===== src/rtl/pkg_bus.sv =====
// Shared system-bus encodings plus the LLC bus master's state type and op helpers.
package pkg_bus;

  typedef enum logic [2:0] {
    BUS_NOP        = 3'b000,
    BUS_READ       = 3'b001,
    BUS_WRITE      = 3'b010,
    BUS_INVALIDATE = 3'b011,
    BUS_RWIM       = 3'b100
  } bus_operation_e;

  typedef enum logic [1:0] {
    SNOOP_NOHIT = 2'b00,
    SNOOP_HIT   = 2'b01,
    SNOOP_HITM  = 2'b10
  } snoop_result_e;

  typedef struct packed {
    bus_operation_e operation;
    logic [31:0]    address;
    logic [3:0]     cache_id;
  } bus_msg_st;

  typedef enum logic [2:0] {
    ST_IDLE,
    ST_ISSUE,
    ST_SNOOP,
    ST_BACKOFF,
    ST_DONE
  } llc_bus_state_e;

  function automatic logic is_legal_busop(input logic [2:0] op);
    return (op >= 3'b001) && (op <= 3'b100);
  endfunction

  function automatic logic is_read_class(input logic [2:0] op);
    return (op == BUS_READ) || (op == BUS_RWIM);
  endfunction

endpackage


===== src/rtl/llc_bus_master_if.sv =====
// LLC request, system-bus address/snoop and completion signals of the LLC bus master.
interface llc_bus_master_if;
  import pkg_bus::*;

  logic        req_valid;
  logic        req_ready;
  logic [2:0]  req_op;
  logic [31:0] req_addr;
  logic        bus_valid;
  bus_msg_st   bus_msg;
  logic        bus_grant;
  logic [1:0]  snoop_in;
  logic        rsp_valid;
  logic [1:0]  rsp_snoop;
  logic        rsp_err;

  modport master (
    input  req_valid, req_op, req_addr, bus_grant, snoop_in,
    output req_ready, bus_valid, bus_msg, rsp_valid, rsp_snoop, rsp_err
  );

  modport slave (
    output req_valid, req_op, req_addr, bus_grant, snoop_in,
    input  req_ready, bus_valid, bus_msg, rsp_valid, rsp_snoop, rsp_err
  );
endinterface


===== src/rtl/llc_bus_master_sat_counter.sv =====
// Saturating up-counter: holds at all-ones instead of wrapping.
module sat_counter #(
  parameter int CNT_W = 32
) (
  input  logic             clk,
  input  logic             rst_n,
  input  logic             inc,
  output logic [CNT_W-1:0] count
);

  // NOTE: state registers use non-blocking assignments so every flop samples
  // pre-edge values; blocking here would create order-dependent simulation.
  always_ff @(posedge clk or negedge rst_n) begin
    if (!rst_n) begin
      count <= '0;
    end else if (inc && (count != '1)) begin
      count <= count + 1'b1;
    end
  end

endmodule


===== src/rtl/llc_bus_master.sv =====
// LLC bus master: issues one bus transaction at a time, samples the snoop result,
// retries HITM'd reads after a backoff and counts completed transactions per class.
module llc_bus_master
  import pkg_bus::*;
#(
  parameter int         SNOOP_WAIT = 2,
  parameter int         RETRY_GAP  = 4,
  parameter int         MAX_RETRY  = 3,
  parameter int         CNT_W      = 32,
  parameter logic [3:0] CACHE_ID   = 4'h0
) (
  input  logic              clk,
  input  logic              rst_n,
  llc_bus_master_if.master  llc,
  output logic [CNT_W-1:0]  rd_count,
  output logic [CNT_W-1:0]  wr_count,
  output logic [CNT_W-1:0]  inv_count
);

  // One timer serves both the snoop wait and the retry backoff.
  localparam int TMAX = (SNOOP_WAIT > RETRY_GAP) ? SNOOP_WAIT : RETRY_GAP;
  localparam int TW   = $clog2(TMAX + 1);
  localparam int RW   = $clog2(MAX_RETRY + 2);

  llc_bus_state_e state_q, state_d;
  logic [TW-1:0]  timer_q, timer_d;
  logic [RW-1:0]  retry_q, retry_d;
  logic [2:0]     op_q, op_d;
  logic [31:0]    addr_q, addr_d;
  logic [1:0]     snoop_q, snoop_d;
  logic           err_q, err_d;
  bus_msg_st      msg;

  // NOTE: async reset clears every register, so an abandoned transaction leaves
  // no stale op, timer or response behind.
  always_ff @(posedge clk or negedge rst_n) begin
    if (!rst_n) begin
      state_q <= ST_IDLE;
      timer_q <= '0;
      retry_q <= '0;
      op_q    <= '0;
      addr_q  <= '0;
      snoop_q <= '0;
      err_q   <= 1'b0;
    end else begin
      state_q <= state_d;
      timer_q <= timer_d;
      retry_q <= retry_d;
      op_q    <= op_d;
      addr_q  <= addr_d;
      snoop_q <= snoop_d;
      err_q   <= err_d;
    end
  end

  // NOTE: every signal gets a hold-value default before the case, so no path
  // leaves one unassigned and no latch is inferred.
  always_comb begin
    state_d = state_q;
    timer_d = timer_q;
    retry_d = retry_q;
    op_d    = op_q;
    addr_d  = addr_q;
    snoop_d = snoop_q;
    err_d   = err_q;
    case (state_q)
      ST_IDLE: begin
        if (llc.req_valid) begin
          op_d    = llc.req_op;
          addr_d  = llc.req_addr;
          retry_d = '0;
          if (is_legal_busop(llc.req_op)) begin
            state_d = ST_ISSUE;
          end else begin
            state_d = ST_DONE;
            err_d   = 1'b1;
            snoop_d = SNOOP_NOHIT;
          end
        end
      end
      ST_ISSUE: begin
        if (llc.bus_grant) begin
          state_d = ST_SNOOP;
          timer_d = TW'(SNOOP_WAIT - 1);
        end
      end
      ST_SNOOP: begin
        if (timer_q != '0) begin
          timer_d = timer_q - 1'b1;
        end else if (is_read_class(op_q) && (llc.snoop_in == SNOOP_HITM)) begin
          if (retry_q < RW'(MAX_RETRY)) begin
            retry_d = retry_q + 1'b1;
            timer_d = TW'(RETRY_GAP - 1);
            state_d = ST_BACKOFF;
          end else begin
            state_d = ST_DONE;
            err_d   = 1'b1;
            snoop_d = SNOOP_HITM;
          end
        end else begin
          state_d = ST_DONE;
          err_d   = 1'b0;
          snoop_d = llc.snoop_in;
        end
      end
      ST_BACKOFF: begin
        if (timer_q != '0) begin
          timer_d = timer_q - 1'b1;
        end else begin
          state_d = ST_ISSUE;
        end
      end
      ST_DONE: state_d = ST_IDLE;
      default: state_d = ST_IDLE;
    endcase
  end

  assign msg = '{operation: bus_operation_e'(op_q), address: addr_q, cache_id: CACHE_ID};

  assign llc.req_ready = (state_q == ST_IDLE);
  assign llc.bus_valid = (state_q == ST_ISSUE);
  assign llc.bus_msg   = (state_q == ST_ISSUE) ? msg : '0;
  assign llc.rsp_valid = (state_q == ST_DONE);
  assign llc.rsp_snoop = snoop_q;
  assign llc.rsp_err   = err_q;

  // Counting happens in DONE only, so a transaction counts once however often it retried.
  logic done_ok;
  assign done_ok = (state_q == ST_DONE) && !err_q;

  sat_counter #(.CNT_W(CNT_W)) u_rd_cnt (
    .clk   (clk),
    .rst_n (rst_n),
    .inc   (done_ok && is_read_class(op_q)),
    .count (rd_count)
  );

  sat_counter #(.CNT_W(CNT_W)) u_wr_cnt (
    .clk   (clk),
    .rst_n (rst_n),
    .inc   (done_ok && (op_q == BUS_WRITE)),
    .count (wr_count)
  );

  sat_counter #(.CNT_W(CNT_W)) u_inv_cnt (
    .clk   (clk),
    .rst_n (rst_n),
    .inc   (done_ok && (op_q == BUS_INVALIDATE)),
    .count (inv_count)
  );

endmodule

===== src/flat_wrapper.sv =====
// flat-port wrapper written by rule: the top's interface ports become plain ports
module llc_bus_master_flat import pkg_bus::*;
#(
  parameter int         SNOOP_WAIT = 2,
  parameter int         RETRY_GAP  = 4,
  parameter int         MAX_RETRY  = 3,
  parameter int         CNT_W      = 32,
  parameter logic [3:0] CACHE_ID   = 4'h0
)
  (clk, rst_n, rd_count, wr_count, inv_count, llc_req_valid, llc_req_op, llc_req_addr, llc_bus_grant, llc_snoop_in, llc_req_ready, llc_bus_valid, llc_bus_msg, llc_rsp_valid, llc_rsp_snoop, llc_rsp_err);
  llc_bus_master_if llc_i ();
  input  logic clk;
  input  logic rst_n;
  output logic [CNT_W-1:0] rd_count;
  output logic [CNT_W-1:0] wr_count;
  output logic [CNT_W-1:0] inv_count;
  input wire logic [$bits(llc_i.req_valid)-1:0] llc_req_valid;
  input wire logic [$bits(llc_i.req_op)-1:0] llc_req_op;
  input wire logic [$bits(llc_i.req_addr)-1:0] llc_req_addr;
  input wire logic [$bits(llc_i.bus_grant)-1:0] llc_bus_grant;
  input wire logic [$bits(llc_i.snoop_in)-1:0] llc_snoop_in;
  output wire logic [$bits(llc_i.req_ready)-1:0] llc_req_ready;
  output wire logic [$bits(llc_i.bus_valid)-1:0] llc_bus_valid;
  output wire logic [$bits(llc_i.bus_msg)-1:0] llc_bus_msg;
  output wire logic [$bits(llc_i.rsp_valid)-1:0] llc_rsp_valid;
  output wire logic [$bits(llc_i.rsp_snoop)-1:0] llc_rsp_snoop;
  output wire logic [$bits(llc_i.rsp_err)-1:0] llc_rsp_err;
  assign llc_i.req_valid = llc_req_valid;
  assign llc_i.req_op = llc_req_op;
  assign llc_i.req_addr = llc_req_addr;
  assign llc_i.bus_grant = llc_bus_grant;
  assign llc_i.snoop_in = llc_snoop_in;
  assign llc_req_ready = llc_i.req_ready;
  assign llc_bus_valid = llc_i.bus_valid;
  assign llc_bus_msg = llc_i.bus_msg;
  assign llc_rsp_valid = llc_i.rsp_valid;
  assign llc_rsp_snoop = llc_i.rsp_snoop;
  assign llc_rsp_err = llc_i.rsp_err;
  llc_bus_master #(.SNOOP_WAIT(SNOOP_WAIT), .RETRY_GAP(RETRY_GAP), .MAX_RETRY(MAX_RETRY), .CNT_W(CNT_W), .CACHE_ID(CACHE_ID)) u_core (.clk(clk), .rst_n(rst_n), .llc(llc_i), .rd_count(rd_count), .wr_count(wr_count), .inv_count(inv_count));
endmodule

===== config.mk =====
export PLATFORM = sky130hd
export DESIGN_NAME = llc_bus_master_flat
export DESIGN_NICKNAME = d
export VERILOG_FILES = /design/src/rtl/pkg_bus.sv /design/src/rtl/llc_bus_master_if.sv /design/src/rtl/llc_bus_master_sat_counter.sv /design/src/rtl/llc_bus_master.sv /design/src/flat_wrapper.sv
export SDC_FILE = /design/constraint.sdc
export NUM_CORES = 1
export LEC_CHECK = 0
export BUFFER_PORTS_ARGS = -buffer_cell sky130_fd_sc_hd__buf_2
export CAP_MARGIN = 10
export CORE_MARGIN = 1.5
export CORE_UTILIZATION = 44
export DETAILED_ROUTE_END_ITERATION = 8
export HOLD_SLACK_MARGIN = 0.03
export PLACE_DENSITY = 0.69
export RECOVER_POWER = 100
export SYNTH_ARGS = -nofsm -noshare
export SYNTH_HDL_FRONTEND = slang
export SYNTH_SLANG_ARGS = --single-unit

===== constraint.sdc =====
create_clock -name clk -period 2.89 [get_ports clk]
set_input_delay 0.289 -clock clk [delete_from_list [all_inputs] [get_ports clk]]
set_output_delay 0.289 -clock clk [all_outputs]
set_load 0.02 [all_outputs]

# Word level (Yosys, flattened, before mapping)
# Cells that the tools add are included.
word_totals:
  in_bits: 41
  reg_bits: 143
  word_cells: 93
  out_inout_bits: 141
op_classes:
  n_eq_ne: 23
  add_sub_neg: 5
  n_reduce_logical: 20
  n_mux: 32
  magnitude_cmp: 3
op_table:
  columns: ["op", "count"]
  rows:
  - ["$add A32 B1 Y32 const B", 3]
  - ["$ne A32 B32 Y1 const B", 3]
  - ["$mux W3", 16]
  - ["$mux W39", 1]
  - ["$reduce_and A5 Y1", 3]
  - ["$eq A3 B2 Y1 const B", 4]
  - ["$pmux W3 S4", 1]
  - ["$mux W2", 5]
  - ["$ne A2 B2 Y1 const B", 5]
  - ["$logic_and A1 B1 Y1", 9]
  - ["$pmux W3 S3", 1]
  - ["$eq A3 B1 Y1 const B", 2]
  - ["$eq A3 B3 Y1 const B", 2]
  - ["$ne A2 B1 Y1 const B", 3]
  - ["$ne A3 B1 Y1 const B", 2]
  - ["$pmux W3 S2", 1]
  - ["$reduce_bool A3 Y1", 2]
  - ["$mux W1", 5]
  - ["$pmux W2 S2", 1]
  - ["$reduce_and A4 Y1", 1]
  - ["$add A3 B1 Y3 const B", 1]
  - ["$ge A3 B1 Y1 const B", 1]
  - ["$le A3 B3 Y1 const B", 1]
  - ["$logic_not A3 Y1", 1]
  - ["other kinds (9)", 9]

# Longest topological paths before layout
logic_depth:
  depth_word: 6
  ltp_mapped: 7
  mapped_depth_nobuf: 7

# Cells and area by module
# Synthesis repeated with hierarchy kept, for this count alone.
unflattened:
  cells_unflattened: 653
  hier_area_um2: 7194.4
modules_own_cells:
  columns: ["module", "seq_area_each_um2", "area_each_um2", "n_inst", "cells_each"]
  rows:
  - ["sat_counter", 800.8, 1624.1, 3, 151]
  - ["llc_bus_master", 1176.1, 2322.2, 1, 200]

# Worst setup path after synthesis
# OpenSTA, ideal clock, no wires.
synth_timing:
  path_type: "register -> register"
  startpoint: "register u_core.state_q[0]"
  endpoint: "register u_core.addr_q[10]"
  required_time_ns: 2.765
  slack_ns: 0.453
  t_arrival_ns: 2.312
  period_less_slack_ns: 2.437
  path_stages_with_launch: 7
  n_path_buf: 3
  setup_ns: 0.125
  cell_sequence: "dfrtp_1 > clkbuf_1 > nor3_1 > and2_1 > clkbuf_1 > buf_1 > mux2_2"
synth_between:
  elab_chain_len: 2
synth_lines:
  columns: ["element", "line", "rtl"]
  rows:
  - ["start: declaration", "llc_bus_master.sv:25", "llc_bus_state_e state_q, state_d;"]
  - ["start signal: assignment", "llc_bus_master.sv:46", "state_q <= state_d;"]
  - ["$logic_not A3 Y1", null, null]
  - ["via llc_req_ready", "flat_wrapper.sv:22", "output wire logic [$bits(llc_i.req_ready)-1:0] llc_req_ready;"]
  - ["$reduce_and A2 Y1 (no source line)", null, null]
  - ["end signal: assignment", "llc_bus_master.sv:50", "addr_q <= addr_d;"]
  - ["end: declaration", "llc_bus_master.sv:29", "logic [31:0] addr_q, addr_d;"]
# The timed path passes the listed nets, and every way through them passes these cells.
# A chain may end at the register's enable or synchronous reset.

# Final worst setup path
layout_timing:
  startpoint: "register u_core.state_q[0]"
  endpoint: "register u_core.u_wr_cnt.count[9]"
layout_between:
  elab_chain_len: 4
layout_lines:
  columns: ["element", "line", "rtl"]
  rows:
  - ["$eq A3 B3 Y1", "llc_bus_master.sv:129", "assign done_ok = (state_q == ST_DONE) && !err_q;"]
  - ["$logic_and A1 B1 Y1", "llc_bus_master.sv:129", null]
  - ["$logic_and A1 B1 Y1", "llc_bus_master.sv:141", ".inc (done_ok && (op_q == BUS_WRITE)),"]
  - ["$logic_and A1 B1 Y1", "llc_bus_master_sat_counter.sv:16", "end else if (inc && (count != '1)) begin"]
  - ["end signal: assignment", "llc_bus_master_sat_counter.sv:17", "count <= count + 1'b1;"]
  - ["end: declaration", "llc_bus_master_sat_counter.sv:8", "output logic [CNT_W-1:0] count"]
# No other way between the ends.

==> results.toml <==
[timing]
rsz0062_at_grt = "false"
max_clock_freq_mhz = 382
number_of_setup_violations_in_the_final_report = 0
number_of_max_slew_violations_in_the_final_report = 65
timing.final.ws_setup_ns = 0.270
fin_skew_ns = 0.00832
layout_worst_path_cycle_share = 0.906
final_critical_path_required_period_ns = 2.62
timing.slew.headroom = -0.0566
setup_tns_ns = 0
pin_slew_with_the_least_headroom_to_its_limit_ns = 1.58
hold_viol = 0

[synth]
sequential_area_share_after_synthesis = 0.518
yosys.area.top_type_share = 0.518
synth_top_cells_by_area = "dfrtp_1 (52%), xnor2_1 (7.6%), mux2_2 (7.0%)"
synth_top_cells_by_count = "dfrtp_1 (143), xnor2_1 (60), mux2_2 (43), and2_1 (41), nand4_1 (41)"
post-synth-top-count-cell = "dfrtp_1"
ys_dominant_reg_cell = "dfrtp_1"
mean_post_synth_cell_area_sq_um = 11.2
synth_cells = 618
synth_warnings = 0
synth.distinct_cells = 47
mapped_cell_area_sq_um = 6910
async_reset_ff_frac = 1.00
synth-edff-count = 0
register_bit_count_reported_by_yosys = 143
synthDominantAreaCellType = "dfrtp_1"

[cells_and_area]
design.final.nets = 856
area_growth_pct = 21.9
drive_above_1_share = 0.162
final-instance-count-excl-fill = 1030
antenna_cells = 0
final_core_util = 0.552

[clock_network]
cts.sink_count = 143
cts_hold_buffers = 1
skew_pair_late_insertion_delay_ns = 0.41
cts_tree = "built"
cts.root.buffer_cell = "clkbuf_16"
cts_buffers = 17
postCtsResizedCells = 0
cts.clk_slew.worst_paths_ns = 0.06
cts_setup_buffers = 0
htreeDepth = 4
max-clock-path-buffers = 2

[drt]
post_drt_wl_per_cell_um = 15.6
vias = 5464
drt_first_pass_iters = 5
routed_wirelength_um = 16100
antenna_violating_nets_post_route = 0
post_drt_via_cell_ratio = 5.30
detail_route.iter0.violations = 402
drc = 0

[place]
dpl.cell_count = 1000
placement.setup.worst_slack_ns = 0.348
finalWeightedCongestion = 0.821
port-buffer-count = 177
dp_hpwl_um = 11700

[pwr]
vdd.ir_drop.worst_mv = 0.538
pwr_density_cell_nw_per_um2 = 709
power.static_leakage_nw = 3.75
fin_total_pwr_mw = 5.97

[run]
max-cap-violations = 1

[worst_setup_path]
worstPathMaxFanout = 12
setup.worst_path.start = "u_core.state_q[0]"
worstSetupPathType = "reg -> reg"
worst_r2r_startpoint = "u_core.state_q[0]"
cp-end-kind = "flop"
cp_data_arrival_time_ns = 2.95
start_kind = "flop"
cp.required_ns = 3.22

[min_path]
hold_path.class = "in -> reg"
worst_hold_startpoint = "llc_req_addr[17]"

[die]
fp.coreArea_sq_um = 15300
initial_core_util = 0.453
die-width_um = 128
num_io_pins = 182
die-height_um = 128
placement_rows = 45
overall_die_area_sq_um = 16500

[status]
violated_checks = "capacitance limit, slew limit"
run_status = "complete, but fails checks"

[global_route]
grt_use_total = 0.200
grt_first_pass_wirelength_um = 26100
pin_count_of_the_biggest_net_entering_global_routing = 65
number_of_global_route_vias_before_repair = 5251
globalRouteOverflowTotal = 0
grt_antenna_before_repair = 0
[layout make-up]
type	instances	area [sq um]
fill	1379	6840
sequential	143	3580
multi-input combinational	447	3200
timing repair buffer	193	825
clock buffer	22	464
tap	211	264
clock inverter	7	65.1
inverter	7	26.3
[worst max-delay path: stages (launching register included)]
cell	delay (ns)
dfrtp_1	0.37
or4b_1	0.62
or4b_4	0.55
a21oi_2	0.40
buf_4	0.27
and3_1	0.18
xor2_1	0.16
[cell families (layout without fill, tap and decap cells)]
logic type	count (synthesis)	in the layout	synth area share
AOI/OAI and AO/OA	27	27	0.0277
xor gates and xnor gates	93	93	0.118
adders and majority gates	6	6	0.0109
buffers and inverters	31	229	0.0197
DFF	143	143	0.518
muxes	44	44	0.0715
other	1	4	0.000543
and+or+nand+nor	273	273	0.234
[layer usage]
layer	global-route usage	wire length, um	up-vias
met5	0	0	-
met4	0.0694	238	0
met3	0.0630	1090	21
met2	0.306	7420	179
met1	0.271	7330	2659
li1	-	-	2605
[power breakdown]
group          internal [mW]  switching, mW
combinational          0.617          0.840
clock                   1.21          0.776
sequential              2.33          0.209
total                   4.15           1.83
[state kept, by name, indices dropped and copies added (netlist names)]
signal / cells
u_core.op_q: 3
u_core.retry_q: 3
u_core.u_rd_cnt.count: 32
u_core.llc.rsp_snoop: 2
u_core.u_inv_cnt.count: 32
u_core.state_q: 3
u_core.u_wr_cnt.count: 32
u_core.addr_q: 32
u_core.llc.rsp_err: 1
u_core.timer_q: 3
[stage by stage]
| stage | area [sq um] | hold WS [ns] |
|---|---|---|
| 2_1_floorplan | 6920 | -0.00659 |
| 3_3_place_gp | 8100 | 0.316 |
| 3_5_place_dp | 8100 | 0.326 |
| 4_1_cts | 8630 | 0.0890 |
| 5_1_grt | 8420 | 0.0902 |
| 6_report | 8420 | 0.105 |
[worst paths after layout]
kind,end,slack (ns),cells past startpoint
setup / recovery,u_core.u_wr_cnt.count[9],0.27,6
hold / removal,u_core.addr_q[17],0.11,2
setup reg to reg,u_core.u_wr_cnt.count[9],0.27,6
hold reg to reg,u_core.u_rd_cnt.count[26],0.49,1
max in group asynchronous,u_core.u_inv_cnt.count[5],0.56,3
min in group asynchronous,u_core.u_rd_cnt.count[20],0.83,2
[cells in the final DEF, fill, tap and decap left out, types with 5 or more instances in the layout]
master and count:
and2_0 8, and2_1 33, and3_1 27, and4_1 16, buf_2 47, buf_4 7
clkbuf_1 136, clkbuf_16 17, dfrtp_1 143, ha_1 6, inv_1 7, mux2_2 43
nand2_1 34, nand3_1 39, nand4_1 41, nor2_1 15, nor3_1 16, nor3b_1 5
nor4_1 14, nor4b_1 5, o21ai_0 7, xnor2_1 60, xor2_1 33
Note: power is estimated with default switching activity, not from simulation.
